File: src/rtl/fpu_pkg.sv
// Shared FPU definitions: normaliser state encoding and single-precision default widths.
package fpu_pkg;

    typedef enum logic [1:0] {
        IDLE,
        SCAN,
        SHIFT,
        DONE
    } norm_state_t;

    localparam int unsigned DEF_MANT_W = 24;
    localparam int unsigned DEF_EXP_W  = 8;
    localparam int unsigned NIBBLES    = DEF_MANT_W / 4;

endpackage

File: src/rtl/lzc_norm_seq_if.sv
// Operand/result handshake bundle for the sequential normaliser.
interface lzc_norm_seq_if
    import fpu_pkg::*;
#(
    parameter int unsigned MANT_W = DEF_MANT_W,
    parameter int unsigned EXP_W  = DEF_EXP_W
);
    localparam int unsigned LZ_W = $clog2(MANT_W + 1);

    logic              in_valid;
    logic              in_ready;
    logic [MANT_W-1:0] in_mant;
    logic [EXP_W-1:0]  in_exp;
    logic              out_valid;
    logic              out_ready;
    logic [MANT_W-1:0] out_mant;
    logic [EXP_W-1:0]  out_exp;
    logic [LZ_W-1:0]   out_lz;
    logic              out_zero;
    logic              out_uf;

    modport master (
        output in_valid, in_mant, in_exp, out_ready,
        input  in_ready, out_valid, out_mant, out_exp, out_lz, out_zero, out_uf
    );

    modport slave (
        input  in_valid, in_mant, in_exp, out_ready,
        output in_ready, out_valid, out_mant, out_exp, out_lz, out_zero, out_uf
    );

endinterface

File: src/rtl/lzc_4.sv
// 4-bit leading-one detector slice: c = index of highest set bit, v = any bit set.
module lzc_4 (
    input  logic [3:0] nib,
    output logic [1:0] c,
    output logic       v
);

    always_comb begin
        v = |nib;
        c = 2'd0;
        if (nib[3])      c = 2'd3;
        else if (nib[2]) c = 2'd2;
        else if (nib[1]) c = 2'd1;
    end

endmodule

File: src/rtl/lzc_norm_seq.sv
// Sequential mantissa normaliser: nibble-serial leading-zero scan through one shared
// lzc_4 slice, then a single-cycle barrel shift with exponent adjust and denormal clamp.
module lzc_norm_seq
    import fpu_pkg::*;
#(
    parameter int unsigned MANT_W = DEF_MANT_W,
    parameter int unsigned EXP_W  = DEF_EXP_W
) (
    input  logic           clk,
    input  logic           rst_n,
    input  logic           flush,
    lzc_norm_seq_if.slave  bus
);

    localparam int unsigned LZ_W  = $clog2(MANT_W + 1);
    localparam int unsigned NIB_N = MANT_W / 4;
    localparam int unsigned NIB_W = (NIB_N > 1) ? $clog2(NIB_N) : 1;

    norm_state_t state, state_nx;

    logic [MANT_W-1:0] mant_r;
    logic [EXP_W-1:0]  exp_r;
    logic [NIB_W-1:0]  nib_idx;
    logic [LZ_W-1:0]   lz_acc;

    logic [MANT_W-1:0] out_mant_r;
    logic [EXP_W-1:0]  out_exp_r;
    logic [LZ_W-1:0]   out_lz_r;
    logic              out_zero_r;
    logic              out_uf_r;

    logic [MANT_W-1:0] scan_word;
    logic [1:0]        nib_c;
    logic              nib_v;
    logic              last_nib;

    logic [EXP_W:0]    lz_ext;
    logic [EXP_W:0]    exp_ext;
    logic              clamp;
    logic [EXP_W:0]    shamt;
    logic [EXP_W-1:0]  exp_adj;

    // Bring the current nibble to the top so the slice always sees bits [MANT_W-1 -: 4].
    assign scan_word = mant_r << {nib_idx, 2'b00};
    assign last_nib  = (nib_idx == NIB_W'(NIB_N - 1));

    lzc_4 u_lzc (
        .nib (scan_word[MANT_W-1 -: 4]),
        .c   (nib_c),
        .v   (nib_v)
    );

    always_comb begin
        lz_ext  = (EXP_W + 1)'(lz_acc);
        exp_ext = {1'b0, exp_r};
        clamp   = !(lz_ext < exp_ext);
        exp_adj = EXP_W'(exp_ext - lz_ext);
        shamt   = lz_ext;
        if (clamp) begin
            shamt = (exp_r == '0) ? '0 : exp_ext - (EXP_W + 1)'(1);
        end
    end

    always_comb begin
        state_nx = state;
        unique case (state)
            IDLE:    if (bus.in_valid) state_nx = SCAN;
            SCAN:    if (nib_v) state_nx = SHIFT;
                     else if (last_nib) state_nx = DONE;
            SHIFT:   state_nx = DONE;
            DONE:    if (bus.out_ready) state_nx = IDLE;
            default: state_nx = IDLE;
        endcase
        if (flush) state_nx = IDLE;
    end

    always_ff @(posedge clk) begin
        if (!rst_n) state <= IDLE;
        else        state <= state_nx;
    end

    always_ff @(posedge clk) begin
        if (!rst_n) begin
            mant_r     <= '0;
            exp_r      <= '0;
            nib_idx    <= '0;
            lz_acc     <= '0;
            out_mant_r <= '0;
            out_exp_r  <= '0;
            out_lz_r   <= '0;
            out_zero_r <= 1'b0;
            out_uf_r   <= 1'b0;
        end else if (!flush) begin
            unique case (state)
                IDLE: begin
                    if (bus.in_valid) begin
                        mant_r  <= bus.in_mant;
                        exp_r   <= bus.in_exp;
                        nib_idx <= '0;
                        lz_acc  <= '0;
                    end
                end
                SCAN: begin
                    if (nib_v) begin
                        lz_acc <= lz_acc + LZ_W'(2'd3 - nib_c);
                    end else if (last_nib) begin
                        out_mant_r <= '0;
                        out_exp_r  <= '0;
                        out_lz_r   <= LZ_W'(MANT_W);
                        out_zero_r <= 1'b1;
                        out_uf_r   <= 1'b0;
                    end else begin
                        lz_acc  <= lz_acc + LZ_W'(4);
                        nib_idx <= nib_idx + NIB_W'(1);
                    end
                end
                SHIFT: begin
                    out_mant_r <= mant_r << shamt;
                    out_exp_r  <= clamp ? '0 : exp_adj;
                    out_lz_r   <= lz_acc;
                    out_zero_r <= 1'b0;
                    out_uf_r   <= clamp;
                end
                default: ;
            endcase
        end
    end

    assign bus.in_ready  = (state == IDLE);
    assign bus.out_valid = (state == DONE);
    assign bus.out_mant  = out_mant_r;
    assign bus.out_exp   = out_exp_r;
    assign bus.out_lz    = out_lz_r;
    assign bus.out_zero  = out_zero_r;
    assign bus.out_uf    = out_uf_r;

endmodule
File: src/flat_wrapper.sv
// flat-port wrapper written by rule: the top's interface ports become plain ports
module lzc_norm_seq_flat import fpu_pkg::*;
#(
    parameter int unsigned MANT_W = DEF_MANT_W,
    parameter int unsigned EXP_W  = DEF_EXP_W
)
  (clk, rst_n, flush, bus_in_valid, bus_in_mant, bus_in_exp, bus_out_ready, bus_in_ready, bus_out_valid, bus_out_mant, bus_out_exp, bus_out_lz, bus_out_zero, bus_out_uf);
  lzc_norm_seq_if #(.MANT_W(MANT_W), .EXP_W(EXP_W)) bus_i ();
  input  logic clk;
  input  logic rst_n;
  input  logic flush;
  input wire logic [$bits(bus_i.in_valid)-1:0] bus_in_valid;
  input wire logic [$bits(bus_i.in_mant)-1:0] bus_in_mant;
  input wire logic [$bits(bus_i.in_exp)-1:0] bus_in_exp;
  input wire logic [$bits(bus_i.out_ready)-1:0] bus_out_ready;
  output wire logic [$bits(bus_i.in_ready)-1:0] bus_in_ready;
  output wire logic [$bits(bus_i.out_valid)-1:0] bus_out_valid;
  output wire logic [$bits(bus_i.out_mant)-1:0] bus_out_mant;
  output wire logic [$bits(bus_i.out_exp)-1:0] bus_out_exp;
  output wire logic [$bits(bus_i.out_lz)-1:0] bus_out_lz;
  output wire logic [$bits(bus_i.out_zero)-1:0] bus_out_zero;
  output wire logic [$bits(bus_i.out_uf)-1:0] bus_out_uf;
  assign bus_i.in_valid = bus_in_valid;
  assign bus_i.in_mant = bus_in_mant;
  assign bus_i.in_exp = bus_in_exp;
  assign bus_i.out_ready = bus_out_ready;
  assign bus_in_ready = bus_i.in_ready;
  assign bus_out_valid = bus_i.out_valid;
  assign bus_out_mant = bus_i.out_mant;
  assign bus_out_exp = bus_i.out_exp;
  assign bus_out_lz = bus_i.out_lz;
  assign bus_out_zero = bus_i.out_zero;
  assign bus_out_uf = bus_i.out_uf;
  lzc_norm_seq #(.MANT_W(MANT_W), .EXP_W(EXP_W)) u_core (.clk(clk), .rst_n(rst_n), .flush(flush), .bus(bus_i));
endmodule
File: config.mk
export PLATFORM = sky130hd
export DESIGN_NAME = lzc_norm_seq_flat
export DESIGN_NICKNAME = d
export VERILOG_FILES = /design/src/rtl/fpu_pkg.sv /design/src/rtl/lzc_norm_seq_if.sv /design/src/rtl/lzc_4.sv /design/src/rtl/lzc_norm_seq.sv /design/src/flat_wrapper.sv
export SDC_FILE = /design/constraint.sdc
export NUM_CORES = 1
export LEC_CHECK = 0
export BUFFER_PORTS_ARGS = -buffer_cell sky130_fd_sc_hd__clkbuf_2
export CAP_MARGIN = 20
export CELL_PAD_IN_SITES_DETAIL_PLACEMENT = 1
export CELL_PAD_IN_SITES_GLOBAL_PLACEMENT = 1
export CORE_ASPECT_RATIO = 1.75
export CORE_MARGIN = 5
export CORE_UTILIZATION = 46
export DETAILED_ROUTE_END_ITERATION = 10
export PLACE_DENSITY = 0.83
export SETUP_SLACK_MARGIN = 0.3
export SYNTH_ARGS = -nofsm -noshare
export SYNTH_HDL_FRONTEND = slang
export SYNTH_SLANG_ARGS = --single-unit
export TNS_END_PERCENT = 30
File: constraint.sdc
create_clock -name clk -period 9.6 [get_ports clk]
set_input_delay 1.44 -clock clk [delete_from_list [all_inputs] [get_ports clk]]
set_output_delay 1.44 -clock clk [all_outputs]
set_load 0.1 [all_outputs]
==> results.py <==
metrics = {
    "layout": {
        "seq_area_um2": 1622,
        "final_area_um2": 6166,
        "diodes": 0,
        "layout-drive-gt1-share_pct": 16.36,
        "n_fill_cell": 1528,
        "syn2layout_area_growth_pct": 12.15,
        "fin_nets": 814,
        "multi_input_area_um2": 3526,
    },
    "setup_path": {
        "crit_buf_inv": 1,
        "path_max_fanout": 23,
        "r2r_cells": 10,
        "start_kind": "flip-flop",
        "critPathArrivalTime_ns": 5.43,
        "path_cells": "inv_1, fa_1, a21o_1, a211o_1, nand2_2, mux2i_1, nand2_1, nor3_2, o21ai_0, nand2_1",
        "slowest_delay_ns": 0.92,
        "cp_top_family": "simple AND/OR/NAND/NOR gates",
        "worst_setup_path_end_kind": "flip-flop",
        "path_common_cell": "nand2_1",
        "cp.depth": 10,
        "cp_slowest_cell": "mux2i_1",
        "cp.required_ns": 9.89,
        "worstSetupPathType": "flip-flop to flip-flop",
        "reg2reg_from": "u_core.lz_acc[1]$_SDFFE_PN0P_",
        "critPathLaunch": "u_core.lz_acc[1]$_SDFFE_PN0P_",
    },
    "timing": {
        "rsz0062_at_grt": "no",
        "fin_crit_ns": 5.142,
        "finalHoldViolations": 0,
        "setup_viol_count_final": 0,
        "final-max-slew-violation-count": 0,
        "skew_ns": 0.006884,
        "maxSlewHeadroom_pct": 27.39,
        "fmax_mhz": 194.5,
        "tns_ns": 0,
        "fin_crit_sh_pct": 53.56,
        "worst_pin_slew_ns": 1.059,
    },
    "detailed_routing": {
        "vias_per_cell": 6.516,
        "ant_nets": 0,
        "wl_per_cell_um": 22.44,
        "drtPass1Iterations": 5,
        "wl_um": 20220,
        "vias": 5871,
        "initialDrtViolationCount": 376,
        "drc_errors": 0,
    },
    "clocking": {
        "cts_tree": "built",
        "cts_setup_buffers": 0,
        "clk_pin_slew_ns": 0.07,
        "clock_sinks": 81,
        "clk-insertion-delay-late_ns": 0.35,
        "cts.repair.resized": 0,
        "hold_buffers": 0,
        "clockBufferDepth": 2,
        "clockRootBuffer": "clkbuf_16",
        "htree_num_levels": 3,
        "numCtsBuffers": 9,
    },
    "yosys": {
        "synth_edf_count": 0,
        "synth.avg_cell_area_um2": 7.657,
        "synthesis.instances": 718,
        "yosys.area.top_type_share_pct": 29.49,
        "ys_warn_count": 0,
        "synth_ff_type": "dfxtp_1",
        "yosysUniqueCellTypes": 78,
        "synth.most_common_cell": "nand2_1",
        "syn_nets": 773,
        "synth_largest_area_cell": "dfxtp_1",
        "synthArstFlopShare_pct": 0,
        "synth_area_leaders": "dfxtp_1, nand2_1, a21oi_1",
        "ys_ff_latch": 81,
        "synth_area_um2": 5498,
        "netlist_top_cells_count": "nand2_1, dfxtp_1, a21oi_1",
        "ys_seq_area_share_pct": 29.49,
    },
    "placement": {
        "io_buffers": 77,
        "dpl-instance-area_um2": 5858,
        "gp_congestion": 0.9824,
        "hpwlAfterDp_um": 15410,
    },
    "pwr": {
        "swShare_pct": 39.65,
        "power.density_nw_per_um2": 167.5,
        "pwr-share-comb_pct": 32.0,
        "p_leak_uw": 0.002386,
        "power_frac_seq_pct": 35.3,
        "clockPowerShare_pct": 32.7,
        "p_sw_uw": 409.6,
        "ir_drop_uv": 95.78,
        "internal_power_uw": 623.4,
    },
    "grt": {
        "grt_pass1_wl_um": 32050,
        "grt_pass1_vias": 6105,
        "antenna_found_initial": 0,
        "grt.total_usage_pct": 28.33,
        "grt.overflow.total": 0,
        "grt_max_degree": 50,
    },
    "floorplanning": {
        "core_um2": 11870,
        "die_area_um2": 14320,
        "die_height_um": 154.6,
        "die_w_um": 92.64,
        "rows": 53,
        "initial_core_util_pct": 46.32,
        "pin_count": 78,
    },
    "hold_path": {
        "min_from": "u_core.bus.out_mant[14]$_SDFFE_PN0P_",
        "min_path_type": "flip-flop to flip-flop",
        "min_path_cells": 2,
    },
    "job": {
        "drv_cap": 0,
    },
    "outcome": {
        "status": "complete, no violations",
    },
}
[final timing paths]
check                           slack (ns)                              endpoint
worst min register to register        0.44  u_core.bus.out_mant[14]$_SDFFE_PN0P_
worst max register to register        4.46  u_core.bus.out_mant[10]$_SDFFE_PN0P_
worst max-delay path                  4.46  u_core.bus.out_mant[10]$_SDFFE_PN0P_
worst min-delay path                  0.44  u_core.bus.out_mant[14]$_SDFFE_PN0P_
[state kept, by name (all words and copies together) (netlist names)]
signal               flops
u_core.bus.out_exp       8
u_core.bus.out_lz        5
u_core.bus.out_mant     24
u_core.bus.out_uf        1
u_core.bus.out_zero      1
u_core.exp_r             8
u_core.lz_acc            5
u_core.mant_r           24
u_core.nib_idx           3
u_core.state             2
[metal layers]
| metal | global-route usage (%) | wire length [µm] | up-vias | share of wire (%) |
|---|---|---|---|---|
| li1 | - | - | 2710 | - |
| met1 | 29.82 | 7453 | 2890 | 37 |
| met2 | 53.12 | 10930 | 197 | 54 |
| met3 | 3.796 | 762 | 74 | 3.8 |
| met4 | 15.58 | 1073 | 0 | 5.3 |
| met5 | 0 | 0 | - | 0 |
[layout make-up]
class / count / area share, %
clock buffer: 9 / 3.653
clock inverter: 7 / 0.9740
sequential: 81 / 26.30
multi-input combinational: 553 / 57.18
inverter: 29 / 1.765
timing repair buffer: 85 / 7.346
tap: 137 / 2.780
[logic make-up after synthesis]
family / after synthesis / share of synthesized area (%)
mux: 22 / 4.802
fa+ha+maj: 18 / 4.370
buf+inv: 84 / 6.577
xor+xnor: 11 / 1.753
flops: 81 / 29.49
simple gates: 281 / 24.08
compound gates: 221 / 28.93
[power by group through the flow]
stage               combinational [µW]  sequential (µW)  clock [µW]
finish                             330              365         338
global route                       353              366         356
CTS                                321              364         342
detailed placement                 318              372           0
global placement                   309              371           0
floorplan                          237              365           0
[cells in the final DEF (no fill, tap or decap), types with 14 or more instances in the layout]
cell type,n
nand2_1,120
dfxtp_1,81
clkbuf_2,77
a21oi_1,69
nor2_1,60
inv_1,28
o211ai_1,25
nor3_1,22
a22oi_1,21
mux2i_1,16
ha_1,16
and2_1,15
nand3_1,14
[stage by stage]
step | hold WS, ns | worst slack (ns) | std cells | total power [µW] | utilization [%]
2_1_floorplan | 0.4497 | 6.097 | 718 | 602.5 | -
3_3_place_gp | 0.4301 | 4.645 | 883 | 680.0 | 49.35
3_5_place_dp | 0.4309 | 4.427 | 883 | 689.9 | 49.35
4_1_cts | 0.4404 | 4.412 | 899 | 1027 | 51.75
5_1_grt | 0.4518 | 4.200 | 901 | 1074 | 51.94
6_report | 0.4375 | 4.458 | 901 | 1033 | 51.94
[worst register-to-register path, stage by stage, from the launching register on]
cell and delay [ns]:
dfxtp_1 0.84, inv_1 0.27, fa_1 0.52, a21o_1 0.22, a211o_1 0.54, nand2_2 0.40, mux2i_1 0.92, nand2_1 0.47
nor3_2 0.58, o21ai_0 0.23, nand2_1 0.09
Power figures use the tool's default switching activity.
